`src/rtl/spi_shift_engine.sv`:
```
`default_nettype none
// ============================================================================
// Module      : spi_shift_engine
// Description : Byte-level SPI mode-0 master, MSB first, chip select held
//               across multi-byte flash commands.
// Revision    : 1.0 - initial release
// ============================================================================
module spi_shift_engine #(
    parameter int CLK_DIV  = 4,
    parameter int CS_SETUP = 2,
    parameter int CS_HOLD  = 2
) (
    input  logic       p_clk,
    input  logic       p_reset,
    input  logic [7:0] tx_data,
    input  logic       tx_valid,
    input  logic       tx_last,
    output logic       tx_ready,
    output logic [7:0] rx_data,
    output logic       rx_valid,
    output logic       busy,
    output logic       s_clk,
    output logic       s_css,
    output logic       s_mosi,
    input  logic       s_miso
);

    localparam int c_cnt_max = (CLK_DIV > CS_SETUP) ?
                               ((CLK_DIV > CS_HOLD) ? CLK_DIV : CS_HOLD) :
                               ((CS_SETUP > CS_HOLD) ? CS_SETUP : CS_HOLD);
    localparam int c_cnt_w   = (c_cnt_max > 1) ? $clog2(c_cnt_max) : 1;

    localparam logic [c_cnt_w-1:0] c_div_load   = c_cnt_w'(CLK_DIV - 1);
    localparam logic [c_cnt_w-1:0] c_setup_load = c_cnt_w'(CS_SETUP - 1);
    localparam logic [c_cnt_w-1:0] c_hold_load  = c_cnt_w'(CS_HOLD - 1);
    localparam logic [c_cnt_w-1:0] c_cnt_one    = c_cnt_w'(1);

    localparam logic [2:0] c_idle  = 3'd0;
    localparam logic [2:0] c_setup = 3'd1;
    localparam logic [2:0] c_shift = 3'd2;
    localparam logic [2:0] c_wait  = 3'd3;
    localparam logic [2:0] c_hold  = 3'd4;

    logic [2:0]         r_state, w_state_next;
    logic [c_cnt_w-1:0] r_cnt, w_cnt_next;
    logic [3:0]         r_tog, w_tog_next;
    logic [6:0]         r_tx_shift, w_tx_shift_next;
    logic [7:0]         r_rx_shift, w_rx_shift_next;
    logic [7:0]         r_rx_data, w_rx_data_next;
    logic               r_rx_valid, w_rx_valid_next;
    logic               r_last, w_last_next;
    logic               r_s_clk, w_s_clk_next;
    logic               r_s_mosi, w_s_mosi_next;
    logic               r_s_css;
    logic               r_busy;
    logic               w_tick;
    logic               w_accept;
    logic               w_ready;

    assign w_ready  = ((r_state == c_idle) || (r_state == c_wait)) && !p_reset;
    assign w_accept = tx_valid && w_ready;
    assign w_tick   = (r_cnt == '0);

    assign tx_ready = w_ready;
    assign rx_data  = r_rx_data;
    assign rx_valid = r_rx_valid;
    assign busy     = r_busy;
    assign s_clk    = r_s_clk;
    assign s_css    = r_s_css;
    assign s_mosi   = r_s_mosi;

    always_ff @(posedge p_clk or posedge p_reset) begin
        if (p_reset) begin
            r_state <= c_idle;
        end else begin
            r_state <= w_state_next;
        end
    end

    always_comb begin
        w_state_next = r_state;
        case (r_state)
            c_idle:  if (w_accept) w_state_next = c_setup;
            c_setup: if (w_tick)   w_state_next = c_shift;
            c_shift: begin
                // r_tog == 15 on a tick is the 8th falling edge of the byte
                if (w_tick && (r_tog == 4'd15)) begin
                    w_state_next = r_last ? c_hold : c_wait;
                end
            end
            c_wait:  if (w_accept) w_state_next = c_shift;
            c_hold:  if (w_tick)   w_state_next = c_idle;
            default: w_state_next = c_idle;
        endcase
    end

    always_comb begin
        w_cnt_next      = r_cnt;
        w_tog_next      = r_tog;
        w_tx_shift_next = r_tx_shift;
        w_rx_shift_next = r_rx_shift;
        w_rx_data_next  = r_rx_data;
        w_rx_valid_next = 1'b0;
        w_last_next     = r_last;
        w_s_clk_next    = r_s_clk;
        w_s_mosi_next   = r_s_mosi;
        case (r_state)
            c_idle, c_wait: begin
                if (w_accept) begin
                    w_cnt_next      = (r_state == c_idle) ? c_setup_load : c_div_load;
                    w_tog_next      = 4'd0;
                    w_tx_shift_next = tx_data[6:0];
                    w_s_mosi_next   = tx_data[7];
                    w_last_next     = tx_last;
                    w_s_clk_next    = 1'b0;
                end
            end
            c_setup: begin
                w_cnt_next = w_tick ? c_div_load : (r_cnt - c_cnt_one);
            end
            c_shift: begin
                if (w_tick) begin
                    w_cnt_next   = c_div_load;
                    w_s_clk_next = !r_s_clk;
                    w_tog_next   = r_tog + 4'd1;
                    if (!r_s_clk) begin
                        w_rx_shift_next = {r_rx_shift[6:0], s_miso};
                    end else if (r_tog == 4'd15) begin
                        w_rx_data_next  = r_rx_shift;
                        w_rx_valid_next = 1'b1;
                        w_cnt_next      = c_hold_load;
                    end else begin
                        w_s_mosi_next   = r_tx_shift[6];
                        w_tx_shift_next = {r_tx_shift[5:0], 1'b0};
                    end
                end else begin
                    w_cnt_next = r_cnt - c_cnt_one;
                end
            end
            c_hold: begin
                if (!w_tick) w_cnt_next = r_cnt - c_cnt_one;
            end
            default: ;
        endcase
    end

    always_ff @(posedge p_clk or posedge p_reset) begin
        if (p_reset) begin
            r_cnt      <= '0;
            r_tog      <= 4'd0;
            r_tx_shift <= 7'd0;
            r_rx_shift <= 8'd0;
            r_rx_data  <= 8'd0;
            r_rx_valid <= 1'b0;
            r_last     <= 1'b0;
            r_s_clk    <= 1'b0;
            r_s_mosi   <= 1'b0;
            r_s_css    <= 1'b1;
            r_busy     <= 1'b0;
        end else begin
            r_cnt      <= w_cnt_next;
            r_tog      <= w_tog_next;
            r_tx_shift <= w_tx_shift_next;
            r_rx_shift <= w_rx_shift_next;
            r_rx_data  <= w_rx_data_next;
            r_rx_valid <= w_rx_valid_next;
            r_last     <= w_last_next;
            r_s_clk    <= w_s_clk_next;
            r_s_mosi   <= w_s_mosi_next;
            // Chip select and busy track the state they will be in next cycle
            r_s_css    <= (w_state_next == c_idle);
            r_busy     <= (w_state_next != c_idle);
        end
    end

endmodule
`default_nettype wire

```
`config.mk`:
```
export PLATFORM = sky130hd
export DESIGN_NAME = spi_shift_engine
export DESIGN_NICKNAME = d
export VERILOG_FILES = /design/src/rtl/spi_shift_engine.sv
export SDC_FILE = /design/constraint.sdc
export NUM_CORES = 1
export LEC_CHECK = 0
export ABC_AREA = 1
export ABC_CLOCK_PERIOD_IN_PS = 2500
export CORE_ASPECT_RATIO = 1.5
export CORE_MARGIN = 5
export CORE_UTILIZATION = 45
export CTS_BUF_LIST = sky130_fd_sc_hd__clkbuf_4 sky130_fd_sc_hd__clkbuf_8 sky130_fd_sc_hd__clkbuf_16
export DETAILED_ROUTE_END_ITERATION = 8
export HOLD_SLACK_MARGIN = 0.02
export PLACE_DENSITY = 0.79
export SETUP_SLACK_MARGIN = 0.02
export SLEW_MARGIN = 0
export SYNTH_ARGS = -nofsm -noshare
export SYNTH_HDL_FRONTEND = slang
export SYNTH_SLANG_ARGS = --single-unit
```
`constraint.sdc`:
```
create_clock -name p_clk -period 2.5 [get_ports p_clk]
set_clock_uncertainty 0.05 [all_clocks]
set_input_delay 0.75 -clock p_clk [delete_from_list [all_inputs] [get_ports p_clk]]
set_output_delay 0.75 -clock p_clk [all_outputs]
set_load 0.1 [all_outputs]
```
Yosys cells after proc, flatten, opt, wreduce, memory -nomap -nowiden
Index checks and enable logic that the tools add are counted.
{"block": "op_classes", "add_sub_neg": 2, "bitwise": 1, "n_mux": 35, "reduce_logical": 19, "n_eq_ne": 10}
{"operator": "7-bit two-way mux", "n": 4}
{"operator": "3-bit two-way mux", "n": 6}
{"operator": "3-bit one-hot mux with 5 select lines", "n": 1}
{"operator": "2-bit two-way mux", "n": 7}
{"operator": "7-bit one-hot mux with 2 select lines", "n": 1}
{"operator": "1-bit two-way mux", "n": 10}
{"operator": "2-bit inequality test (second input constant)", "n": 5}
{"operator": "3-bit AND reduction", "n": 3}
{"operator": "4-bit two-way mux", "n": 2}
{"operator": "2-bit one-hot mux with 4 select lines", "n": 1}
{"operator": "4-bit one-hot mux with 2 select lines", "n": 1}
{"operator": "3-bit by 2-bit equality test with 1-bit output (second input constant)", "n": 2}
{"operator": "3-bit zero test", "n": 2}
{"operator": "5-bit AND reduction", "n": 1}
{"operator": "4-bit by 1-bit adder with 4-bit output (second input constant)", "n": 1}
{"operator": "4-bit equality test (second input constant)", "n": 1}
{"operator": "1-bit one-hot mux with 2 select lines", "n": 2}
{"operator": "4-bit AND reduction", "n": 1}
{"operator": "4-bit nonzero test", "n": 1}
{"operator": "3-bit by 1-bit equality test with 1-bit output (second input constant)", "n": 1}
{"operator": "3-bit equality test (second input constant)", "n": 1}
{"operator": "1-bit logical AND", "n": 3}
{"operator": "3-bit nonzero test", "n": 1}
{"operator": "1-bit zero test", "n": 2}
{"operator": "other kinds (7)", "n": 7}
{"block": "word_totals", "inputBits": 13, "reg_bits": 38, "out_inout_bits": 14}

Longest topological paths before layout
{"block": "depth", "depth_word": 7, "depth_mapped": 10, "mapped_depth_nobuf": 10}

Worst setup path before layout
No wires, ideal clock.
{"block": "synth_path", "path_type": "input -> output", "startpoint": "input port p_reset", "endpoint": "output port tx_ready", "n_path_buf": 0, "path_stages": 1, "required_time_ns": 1.700, "slack_ns": -0.577, "t_arrival_ns": 2.277, "path_cell_list": "a21oi_1"}
{"block": "synth_via", "elab_chain_cells": 2}
{"item": "start, declared", "line": "14", "text": "input logic p_reset,"}
{"item": "1-bit zero test (no source line)"}
{"item": "1-bit logical AND", "line": "60", "text": "assign w_ready = ((r_state == c_idle) || (r_state == c_wait)) && !p_reset;"}
{"item": "end, declared", "line": "18", "text": "output logic tx_ready,"}
No other way between the ends.

Worst setup path in the final report
Ends and elaborated chain as after synthesis.

==> results.py <==
metrics = {
    "placement": {
        "placed_area_um2": 2170,
        "hpwl_mm": 2.81,
        "post-place-ws_ps": 95.8,
        "port_buffers": 26,
        "gp_congestion": 0.824,
    },
    "detailed_routing": {
        "drt_drc_violations_left": 0,
        "drt.antenna.violating_nets": 0,
        "wire_per_inst_um": 12.3,
        "dr.pass1.iters": 4,
        "avgViaCountPerCell": 4.93,
        "drt_iter0_markers": 66,
        "vias": 1529,
        "routed_wl_mm": 3.80,
    },
    "clocking": {
        "clkTransAtPathRegs_ps": 80,
        "htreeDepth": 2,
        "clock-sinks": 38,
        "clock-root-buffer": "clkbuf_8",
        "post-cts-setup-buffer-count": 0,
        "cts_tree": "built",
        "cts_resized": 0,
        "numCtsBuffers": 5,
        "clock_path_buffers": 2,
        "cts_hold_buf": 0,
        "clock_latency_ps": 290,
    },
    "die": {
        "row_count": 28,
        "core_area_um2": 3990,
        "die_w_um": 62.8,
        "initial_core_util_pct": 47.1,
        "dieArea_um2": 5600,
        "io_pins": 27,
        "dieHeight_um": 89.2,
    },
    "worst_setup_path": {
        "cp-start-kind": "input pin",
        "regToRegSetupSlack_ps": 640,
        "crit_type": "in -> out",
        "cp-end-kind": "primary output",
        "reg2reg_depth": 5,
        "crit_fanout": 3,
        "rr_endpoint": "rx_data[1]",
        "timing.rr.start": "r_state[0]",
        "arrival_ps": 1600,
        "worstPathRequired_ps": 1700,
    },
    "pwr": {
        "power_w": 0.00111,
        "leakage_nw": 1.25,
        "vdd_drop_max_mv": 0.415,
        "powerDensity_nw_per_um2": 489,
    },
    "run_status": {
        "status": "finished, final reports clean",
    },
    "timing": {
        "rsz0062_at_grt": "no",
        "setup_ws_ps": 104,
        "period_needed_ps": 2400,
        "hold_violations": 0,
        "setup_viol": 0,
        "max_freq_mhz": 417,
        "tightestPinTransition_ps": 318,
        "slew_viol_final": 0,
        "fin_crit_sh_pct": 95.9,
        "setup_tns_ps": 0,
        "relSlewSlack_pct": 78.8,
    },
    "min_path": {
        "hold_path_class": "reg -> reg",
        "min-delay-start": "r_tx_shift[1]",
        "hold_path_depth": 2,
        "min_to": "r_tx_shift[1]",
    },
    "yosys": {
        "synthTopCellsByArea": "dfrtp_1, nand2_1, nand3_1",
        "synth_area_leader_cell": "dfrtp_1",
        "syn_nets": 248,
        "yosys_warnings": 0,
        "synthCells": 233,
        "synth_top_area_share_pct": 49.3,
        "syn_area_per_cell_um2": 8.07,
        "ys_seq_area_share_pct": 50.7,
        "synth_cell_type_count": 21,
        "syn-cell-area_um2": 1880,
        "synth_seq_cells": 38,
    },
    "grt": {
        "grt_pass1_vias": 1529,
        "grtUsageTotal_pct": 15.0,
        "antenna_found_initial": 0,
        "overflow": 0,
        "grt_max_degree": 25,
        "grt_pass1_wl_mm": 6.62,
    },
    "final_layout": {
        "final_cell_mix": "nand2_1, dfrtp_1, inv_1",
        "syn_to_final_growth_pct": 20.6,
        "num_antenna_cells": 0,
        "utilization_pct": 56.8,
        "layout-drive-gt1-share_pct": 18.1,
        "finalInstanceArea_um2": 2270,
        "fin_nets": 279,
        "final_common_cell": "nand2_1",
    },
    "job": {
        "cap_violations": 0,
    },
}
[logic make-up after synthesis]
logic type	after synthesis	synth area share, %
xor+xnor	2	0.932
simple gates	132	33.3
compound gates	26	6.92
flops	38	50.7
fa+ha+maj	2	1.33
buf+inv	33	6.86
[Yosys cell counts]
cell     count
a21oi_1      7
buf_2        4
dfrtp_1     37
dfstp_2      1
ha_1         2
inv_1       24
inv_2        5
nand2_1     91
nand2_2      3
nand2_4      4
nand3_1     19
nand3_2      2
nand3_4      1
nand4_4      1
nor2_1       5
nor2_2       2
nor2_4       2
o21ai_0     15
o21ai_1      4
or2_2        2
xor2_1       2
[per-layer routing]
metal	vias to the layer above	GRT usage (%)	wire length, um
met1	714	15.2	1530
li1	783	-	-
met3	7	4.28	149
met2	25	28.6	2060
met5	-	0	0
met4	0	6.37	71
[worst max path at each step]
stage | from | to | slack, ps | depth (start not counted)
final | p_reset | tx_ready | 100 | 3
after global routing | p_reset | tx_ready | 60 | 3
after detailed placement | p_reset | tx_ready | 100 | 3
after floorplan | p_reset | tx_ready | 90 | 1
after global placement | p_reset | tx_ready | 110 | 3
after CTS | p_reset | tx_ready | 100 | 3
[critical path: stages]
cell,delay (ps)
clkdlybuf4s50_1,430
a21oi_2,210
buf_12,210
[per-stage QoR]
stage,std cells,hold WS [ps]
5_1_grt,310,442
3_3_place_gp,302,404
4_1_cts,310,429
6_report,310,423
2_1_floorplan,233,392
3_5_place_dp,302,409
[sequential cells by signal, indices dropped and copies added, names as in the netlist]
register    flops
r_state         3
r_cnt           2
rx_valid        1
s_css           1
r_rx_shift      8
s_clk           1
r_last          1
r_tog           4
rx_data         8
busy            1
s_mosi          1
r_tx_shift      7
[cell type report]
| cell class | instances | area [um2] |
|---|---|---|
| clock inverters | 1 | 5.00 |
| inverters | 29 | 109 |
| well taps | 45 | 56.3 |
| repair buffers | 28 | 253 |
| fillers | 379 | 1730 |
| clock buffers | 7 | 90.1 |
| flip-flops and latches | 38 | 952 |
| multi-input cells | 162 | 802 |
[power breakdown]
| part | total, W | internal (W) | switching (W) |
|---|---|---|---|
| combinational | 0.0000447 | 0.0000221 | 0.0000225 |
| sequential | 0.000625 | 0.000622 | 0.00000369 |
| clock | 0.000439 | 0.000233 | 0.000206 |
| total | 0.00111 | 0.000877 | 0.000232 |
Power figures use the tool's default switching activity.
